### config.mk
export PLATFORM = sky130hd
export DESIGN_NAME = load_store_unit
export DESIGN_NICKNAME = d
export VERILOG_FILES = /design/src/rtl/load_store_unit.sv
export SDC_FILE = /design/constraint.sdc
export NUM_CORES = 1
export LEC_CHECK = 0
export CORE_ASPECT_RATIO = 0.8
export CORE_MARGIN = 2
export CORE_UTILIZATION = 25
export DETAILED_ROUTE_END_ITERATION = 7
export HOLD_SLACK_MARGIN = 0.02
export PLACE_DENSITY_LB_ADDON = 0.1
export SLEW_MARGIN = 20
export SYNTH_ARGS = -nofsm -noshare
export SYNTH_HDL_FRONTEND = slang
export SYNTH_SLANG_ARGS = --single-unit
### constraint.sdc
create_clock -name clock -period 2.7 [get_ports clock]
set_input_delay 0.54 -clock clock [delete_from_list [all_inputs] [get_ports clock]]
set_output_delay 0.54 -clock clock [all_outputs]
set_load 0.02 [all_outputs]
### src/rtl/load_store_unit.sv
// load_store_unit: single-outstanding data-bus load/store responder with extended load return
package core_pkg;
  typedef enum logic [2:0] {LSU_LB, LSU_LH, LSU_LW, LSU_LBU, LSU_LHU, LSU_SB, LSU_SH, LSU_SW} load_store_func_code;
endpackage

module load_store_unit
  import core_pkg::*;
#(
  parameter int TIMEOUT_CYCLES = 16
) (
  input  logic                clock,
  input  logic                reset,
  input  logic                en_lsu_ip,
  input  load_store_func_code lsu_operator_ip,
  input  logic [31:0]         addr_ip,
  input  logic                addr_valid_ip,
  input  logic [31:0]         wdata_ip,
  output logic [31:0]         mem_data_op,
  output logic                mem_data_valid_op,
  output logic                done_op,
  output logic                busy_op,
  output logic                misaligned_op,
  output logic                bus_error_op,
  output logic                data_req_op,
  input  logic                data_gnt_ip,
  output logic [31:0]         data_addr_op,
  output logic                data_we_op,
  output logic [3:0]          data_be_op,
  output logic [31:0]         data_wdata_op,
  input  logic                data_rvalid_ip,
  input  logic [31:0]         data_rdata_ip
);
  localparam int CW = (TIMEOUT_CYCLES > 1) ? $clog2(TIMEOUT_CYCLES) : 1;

  typedef enum logic [1:0] {IDLE, REQ, WAIT_RVALID} state_e;

  state_e              state_q, state_d;
  logic [CW-1:0]       cnt_q, cnt_d;
  load_store_func_code op_q, op_d;
  logic [1:0]          off_q, off_d;
  logic [31:0]         addr_q, addr_d;
  logic                we_q, we_d;
  logic [3:0]          be_q, be_d;
  logic [31:0]         wdata_q, wdata_d;
  logic [31:0]         rdata_q, rdata_d;
  logic                valid_q, valid_d;
  logic                done_q, done_d;
  logic                mis_q, mis_d;
  logic                err_q, err_d;

  logic        is_b, is_h, is_st, misaligned, timed_out;
  logic [3:0]  be_req;
  logic [31:0] wdata_req, lane, load_ext;

  assign is_b       = lsu_operator_ip inside {LSU_LB, LSU_LBU, LSU_SB};
  assign is_h       = lsu_operator_ip inside {LSU_LH, LSU_LHU, LSU_SH};
  assign is_st      = lsu_operator_ip inside {LSU_SB, LSU_SH, LSU_SW};
  assign misaligned = is_h ? addr_ip[0] : (!is_b && addr_ip[1:0] != 2'b00);
  assign be_req     = is_b ? 4'b0001 << addr_ip[1:0] : is_h ? 4'b0011 << addr_ip[1:0] : 4'b1111;
  assign wdata_req  = is_b ? {4{wdata_ip[7:0]}} : is_h ? {2{wdata_ip[15:0]}} : wdata_ip;
  assign lane       = data_rdata_ip >> {off_q, 3'b000};
  assign load_ext   = op_q == LSU_LB  ? {{24{lane[7]}}, lane[7:0]} :
                      op_q == LSU_LBU ? {24'b0, lane[7:0]} :
                      op_q == LSU_LH  ? {{16{lane[15]}}, lane[15:0]} :
                      op_q == LSU_LHU ? {16'b0, lane[15:0]} : lane;
  assign timed_out  = (TIMEOUT_CYCLES != 0) && (cnt_q == CW'(TIMEOUT_CYCLES - 1));

  assign mem_data_op       = rdata_q;
  assign mem_data_valid_op = valid_q;
  assign done_op           = done_q;
  assign misaligned_op     = mis_q;
  assign bus_error_op      = err_q;
  assign busy_op           = state_q != IDLE;
  assign data_req_op       = state_q == REQ;
  assign data_addr_op      = addr_q;
  assign data_we_op        = we_q;
  assign data_be_op        = be_q;
  assign data_wdata_op     = wdata_q;

  // Next-state logic: accept/reject in IDLE, hold bus fields through REQ, complete or time out in WAIT_RVALID
  always_comb begin
    state_d = state_q;
    cnt_d   = cnt_q;
    op_d    = op_q;
    off_d   = off_q;
    addr_d  = addr_q;
    we_d    = we_q;
    be_d    = be_q;
    wdata_d = wdata_q;
    rdata_d = rdata_q;
    valid_d = 1'b0;
    done_d  = 1'b0;
    mis_d   = 1'b0;
    err_d   = 1'b0;
    case (state_q)
      IDLE: if (en_lsu_ip && addr_valid_ip) begin
        if (misaligned) mis_d = 1'b1;
        else begin
          state_d = REQ;
          op_d    = lsu_operator_ip;
          off_d   = addr_ip[1:0];
          addr_d  = {addr_ip[31:2], 2'b00};
          we_d    = is_st;
          be_d    = be_req;
          wdata_d = wdata_req;
        end
      end
      REQ: if (data_gnt_ip) begin
        state_d = WAIT_RVALID;
        cnt_d   = '0;
      end
      WAIT_RVALID: if (data_rvalid_ip) begin
        state_d = IDLE;
        done_d  = 1'b1;
        if (!(op_q inside {LSU_SB, LSU_SH, LSU_SW})) begin
          valid_d = 1'b1;
          rdata_d = load_ext;
        end
      end else if (timed_out) begin
        state_d = IDLE;
        err_d   = 1'b1;
      end else cnt_d = cnt_q + 1'b1;
      default: state_d = IDLE;
    endcase
  end

  // State and output registers; reset abandons any transaction in flight
  always_ff @(posedge clock) begin
    if (reset) begin
      state_q <= IDLE;
      cnt_q   <= '0;
      op_q    <= LSU_LB;
      off_q   <= '0;
      addr_q  <= '0;
      we_q    <= 1'b0;
      be_q    <= '0;
      wdata_q <= '0;
      rdata_q <= '0;
      valid_q <= 1'b0;
      done_q  <= 1'b0;
      mis_q   <= 1'b0;
      err_q   <= 1'b0;
    end else begin
      state_q <= state_d;
      cnt_q   <= cnt_d;
      op_q    <= op_d;
      off_q   <= off_d;
      addr_q  <= addr_d;
      we_q    <= we_d;
      be_q    <= be_d;
      wdata_q <= wdata_d;
      rdata_q <= rdata_d;
      valid_q <= valid_d;
      done_q  <= done_d;
      mis_q   <= mis_d;
      err_q   <= err_d;
    end
  end
endmodule

==> flow_metrics.py <==
metrics = {
    "hold_path": {
        "min-delay-start": "mem_data_op[5]$_SDFFE_PP0P_",
        "holdCritPathClass": "reg2reg",
        "hold_path_end": "mem_data_op[5]$_SDFFE_PP0P_",
        "min_path_cells": 2,
    },
    "die": {
        "initial_core_util": 0.2570,
        "core.rowCount": 48,
        "fp.dieH_um": 137.9,
        "die_w_um": 171.4,
        "dieArea_um2": 23630,
        "ios": 212,
        "core-area_um2": 21800,
    },
    "finish": {
        "finalNonFillerCells": 1159,
        "drive_above_1_share": 0.09546,
        "final_util": 0.3938,
        "nets": 957,
        "antennaDiodeCount": 0,
        "areaGrowthSynthToFinish_pct": 53.24,
    },
    "sta": {
        "max_freq_mhz": 437.6,
        "finalCriticalPeriod_ns": 2.285,
        "setup_viol": 0,
        "hold_viol_final": 0,
        "rsz0062_at_grt": "false",
        "finClkSkew_ns": 0.008732,
        "finalMaxSlewViolations": 0,
        "max_slew.worst_pin.slew_ns": 0.7947,
        "fin_ws_ns": 0.4151,
        "slew_headroom": 0.4697,
        "period_share": 0.8463,
        "finalSetupTns_ns": 0,
        "hold_slack_ns": 0.4575,
    },
    "yosys": {
        "yosys.area_share.simple": 0.1510,
        "synth_compound_area_frac": 0.2762,
        "yosys.area.top_type": "dfxtp_1",
        "ys.flop_type": "dfxtp_1",
        "yosysWarningCount": 0,
        "yosys_register_bits": 114,
        "seq_area_frac_synth": 0.4073,
        "synth_xor_area_frac": 0.006029,
        "synthArstFlopShare": 0,
        "synth.distinct_cells": 54,
        "yosys-top-cells-area": "dfxtp_1 (41%), a21oi_1 (7.6%), mux2i_1 (6.3%), nand3_1 (6.3%), o21ai_0 (5.0%)",
        "syn_avg_cell_area_um2": 8.476,
        "synth_edf_count": 0,
        "synth_top_area_frac": 0.4073,
        "muxShareOfSynthArea": 0.07861,
        "synth_top_family_by_area": "compound AO/OA/AOI/OAI gates",
        "synthesis.area_um2": 5603,
        "synth_fa_ha_area_frac": 0.01117,
        "syn_inst": 661,
    },
    "worst_setup_path": {
        "crit_buf_inv": 3,
        "reg2reg_from": "off_q[0]$_SDFFE_PP0P_",
        "reg2reg_to": "mem_data_op[11]$_SDFFE_PP0P_",
        "reg2reg_slack_ns": 0.87,
        "start_kind": "input pin",
        "cpLargestDelayFamily": "simple AND/OR/NAND/NOR gates",
        "crit_arrival_ns": 2.53,
        "critPathMaxFanout": 18,
        "required_ns": 2.94,
        "slowest_stage": "nor2_2",
        "crit_type": "in2reg",
        "cpPeakStageDelay_ns": 0.65,
        "crit_chain": "clkdlybuf4s50_1, inv_1, ha_1, buf_4, nand4b_1, nand4_4, nor2_2, a311oi_1",
        "reg2regPathDepth": 6,
        "end_kind": "register",
    },
    "placement": {
        "numPlacedInstances": 1128,
        "hpwl_mm": 14.55,
        "gp_congestion": 0.8020,
        "port_buffers": 209,
        "detailedPlace.worstSlack_ns": -0.03460,
    },
    "clock_tree": {
        "root_buffer": "clkbuf_16",
        "cts_max_path_buffers": 2,
        "cts_tree": "built",
        "clock_latency_ns": 0.41,
        "htree_levels": 4,
        "cts_sinks": 114,
        "numCtsBuffers": 17,
        "cts_setup_buffers": 0,
        "cts_hold_buf": 0,
        "clk_pin_slew_ns": 0.06,
        "ctsResizeCount": 0,
    },
    "grt": {
        "track_usage": 0.1697,
        "antenna_found_initial": 0,
        "grt_pass1_wl_mm": 31.36,
        "overflow": 0,
        "grt_max_degree": 74,
        "grt_pass1_vias": 5778,
    },
    "pwr": {
        "p_per_area_nw_per_um2": 575.1,
        "p_leak_nw": 2.934,
        "irDropWorstVdd_v": 0.0003218,
    },
    "route": {
        "post_drt_wl_per_cell_um": 17.66,
        "drtIter0Drc": 330,
        "routed_wl_mm": 20.47,
        "post-route-drc-count": 0,
        "ant_nets": 0,
        "firstDrtPassIters": 5,
        "viasPerCell": 4.998,
        "num_vias": 5793,
    },
    "outcome": {
        "status": "finished, final reports clean",
    },
    "flow_run": {
        "maxCapViolations": 0,
    },
}
==> power by group <==
group | switching [W] | leakage [nW] | internal, W | total (W)
combinational | 0.000497 | 1.73 | 0.000433 | 0.000931
clock | 0.000837 | 0.278 | 0.00138 | 0.00221
sequential | 0.0000422 | 0.926 | 0.00175 | 0.00180
==> synth_stat cells, types with 8 or more instances <==
cell type / n
a211oi_1: 36
a21oi_1: 85
a2bb2oi_1: 8
a311oi_1: 8
buf_1: 9
buf_2: 25
clkbuf_1: 26
dfxtp_1: 114
inv_1: 12
mux2_2: 8
mux2i_1: 35
nand2_1: 36
nand3_1: 70
nor2_1: 32
o2111ai_1: 11
o21ai_0: 56
o31ai_1: 8
o41ai_1: 8
==> routing by layer <==
metal | vias up | wire [um] | track usage
met1 | 2773 | 9719 | 0.2259
met2 | 185 | 9037 | 0.2681
met5 | - | 0 | 0
li1 | 2819 | - | -
met3 | 16 | 1458 | 0.05194
met4 | 0 | 258 | 0.04284
==> logic make-up (layout without fill, tap and decap cells) <==
logic type	after synthesis	count (layout)
AO/OA/AOI/OAI	245	245
AND/OR/NAND/NOR	166	166
flip-flops	114	114
buffers and inverters	84	281
multiplexers	43	43
adder cells (fa/ha/maj)	5	5
XOR/XNOR	3	3
other	1	2
==> layout make-up <==
type,count,area [um2]
fill,2187,13220
multi-input combinational,464,2949
timing repair buffer,238,2357
sequential,114,2282
clock buffer,18,439.2
tap,300,375.4
clock inverter,13,137.6
inverter,12,45.04
==> cells in the final DEF (no fill, tap or decap), types with 7 or more instances in the layout <==
cell type        instances
o2111ai_1               11
nor2_1                  32
inv_1                   12
o31ai_1                  8
dfxtp_1                114
nand3_1                 69
o41ai_1                  8
o21ai_0                 56
mux2i_1                 35
clkbuf_16               17
buf_4                   26
a311oi_1                 8
a2bb2oi_1                8
o211ai_1                 7
a211oi_1                36
a21oi_1                 84
mux2_2                   8
clkdlybuf4s50_1        208
o2bb2ai_1                7
nand2_1                 36
==> worst reg2reg max path: stages (launching register included) <==
cell,delay (ns)
dfxtp_1,0.39
buf_4,0.31
mux2i_1,0.28
mux2i_1,0.15
a21oi_2,0.13
buf_4,0.29
a211oi_1,0.14
==> worst max path at each step <==
| stage | start | endpoint | slack, ns | cells after the start |
|---|---|---|---|---|
| after floorplan | addr_ip[0] | data_wdata_op[14]$_SDFFE_PP0P_ | 0.67 | 8 |
| after CTS | state_q[0]$_SDFFE_PP0P_ | data_req_op | 0.39 | 2 |
| after global routing | addr_ip[1] | data_wdata_op[19]$_SDFFE_PP0P_ | 0.31 | 8 |
| after global placement | addr_ip[1] | data_wdata_op[17]$_SDFFE_PP0P_ | 0.04 | 8 |
| final | addr_ip[1] | data_wdata_op[19]$_SDFFE_PP0P_ | 0.42 | 8 |
| after detailed placement | addr_ip[1] | data_wdata_op[19]$_SDFFE_PP0P_ | -0.03 | 8 |
==> state kept, by name (all words and copies together), names as in the netlist <==
register,flops
bus_error_op,1
cnt_q,4
data_addr_op,30
data_be_op,4
data_wdata_op,32
data_we_op,1
done_op,1
mem_data_op,32
mem_data_valid_op,1
misaligned_op,1
off_q,2
op_q,3
state_q,2
==> per-stage QoR <==
step	power, W	area [um2]
after floorplan	0.002311	5607
after global placement	0.002753	8009
after detailed placement	0.002764	8009
after CTS	0.005001	8586
after global routing	0.005151	8586
final	0.004938	8586
Note: power is estimated with default switching activity, not from simulation.
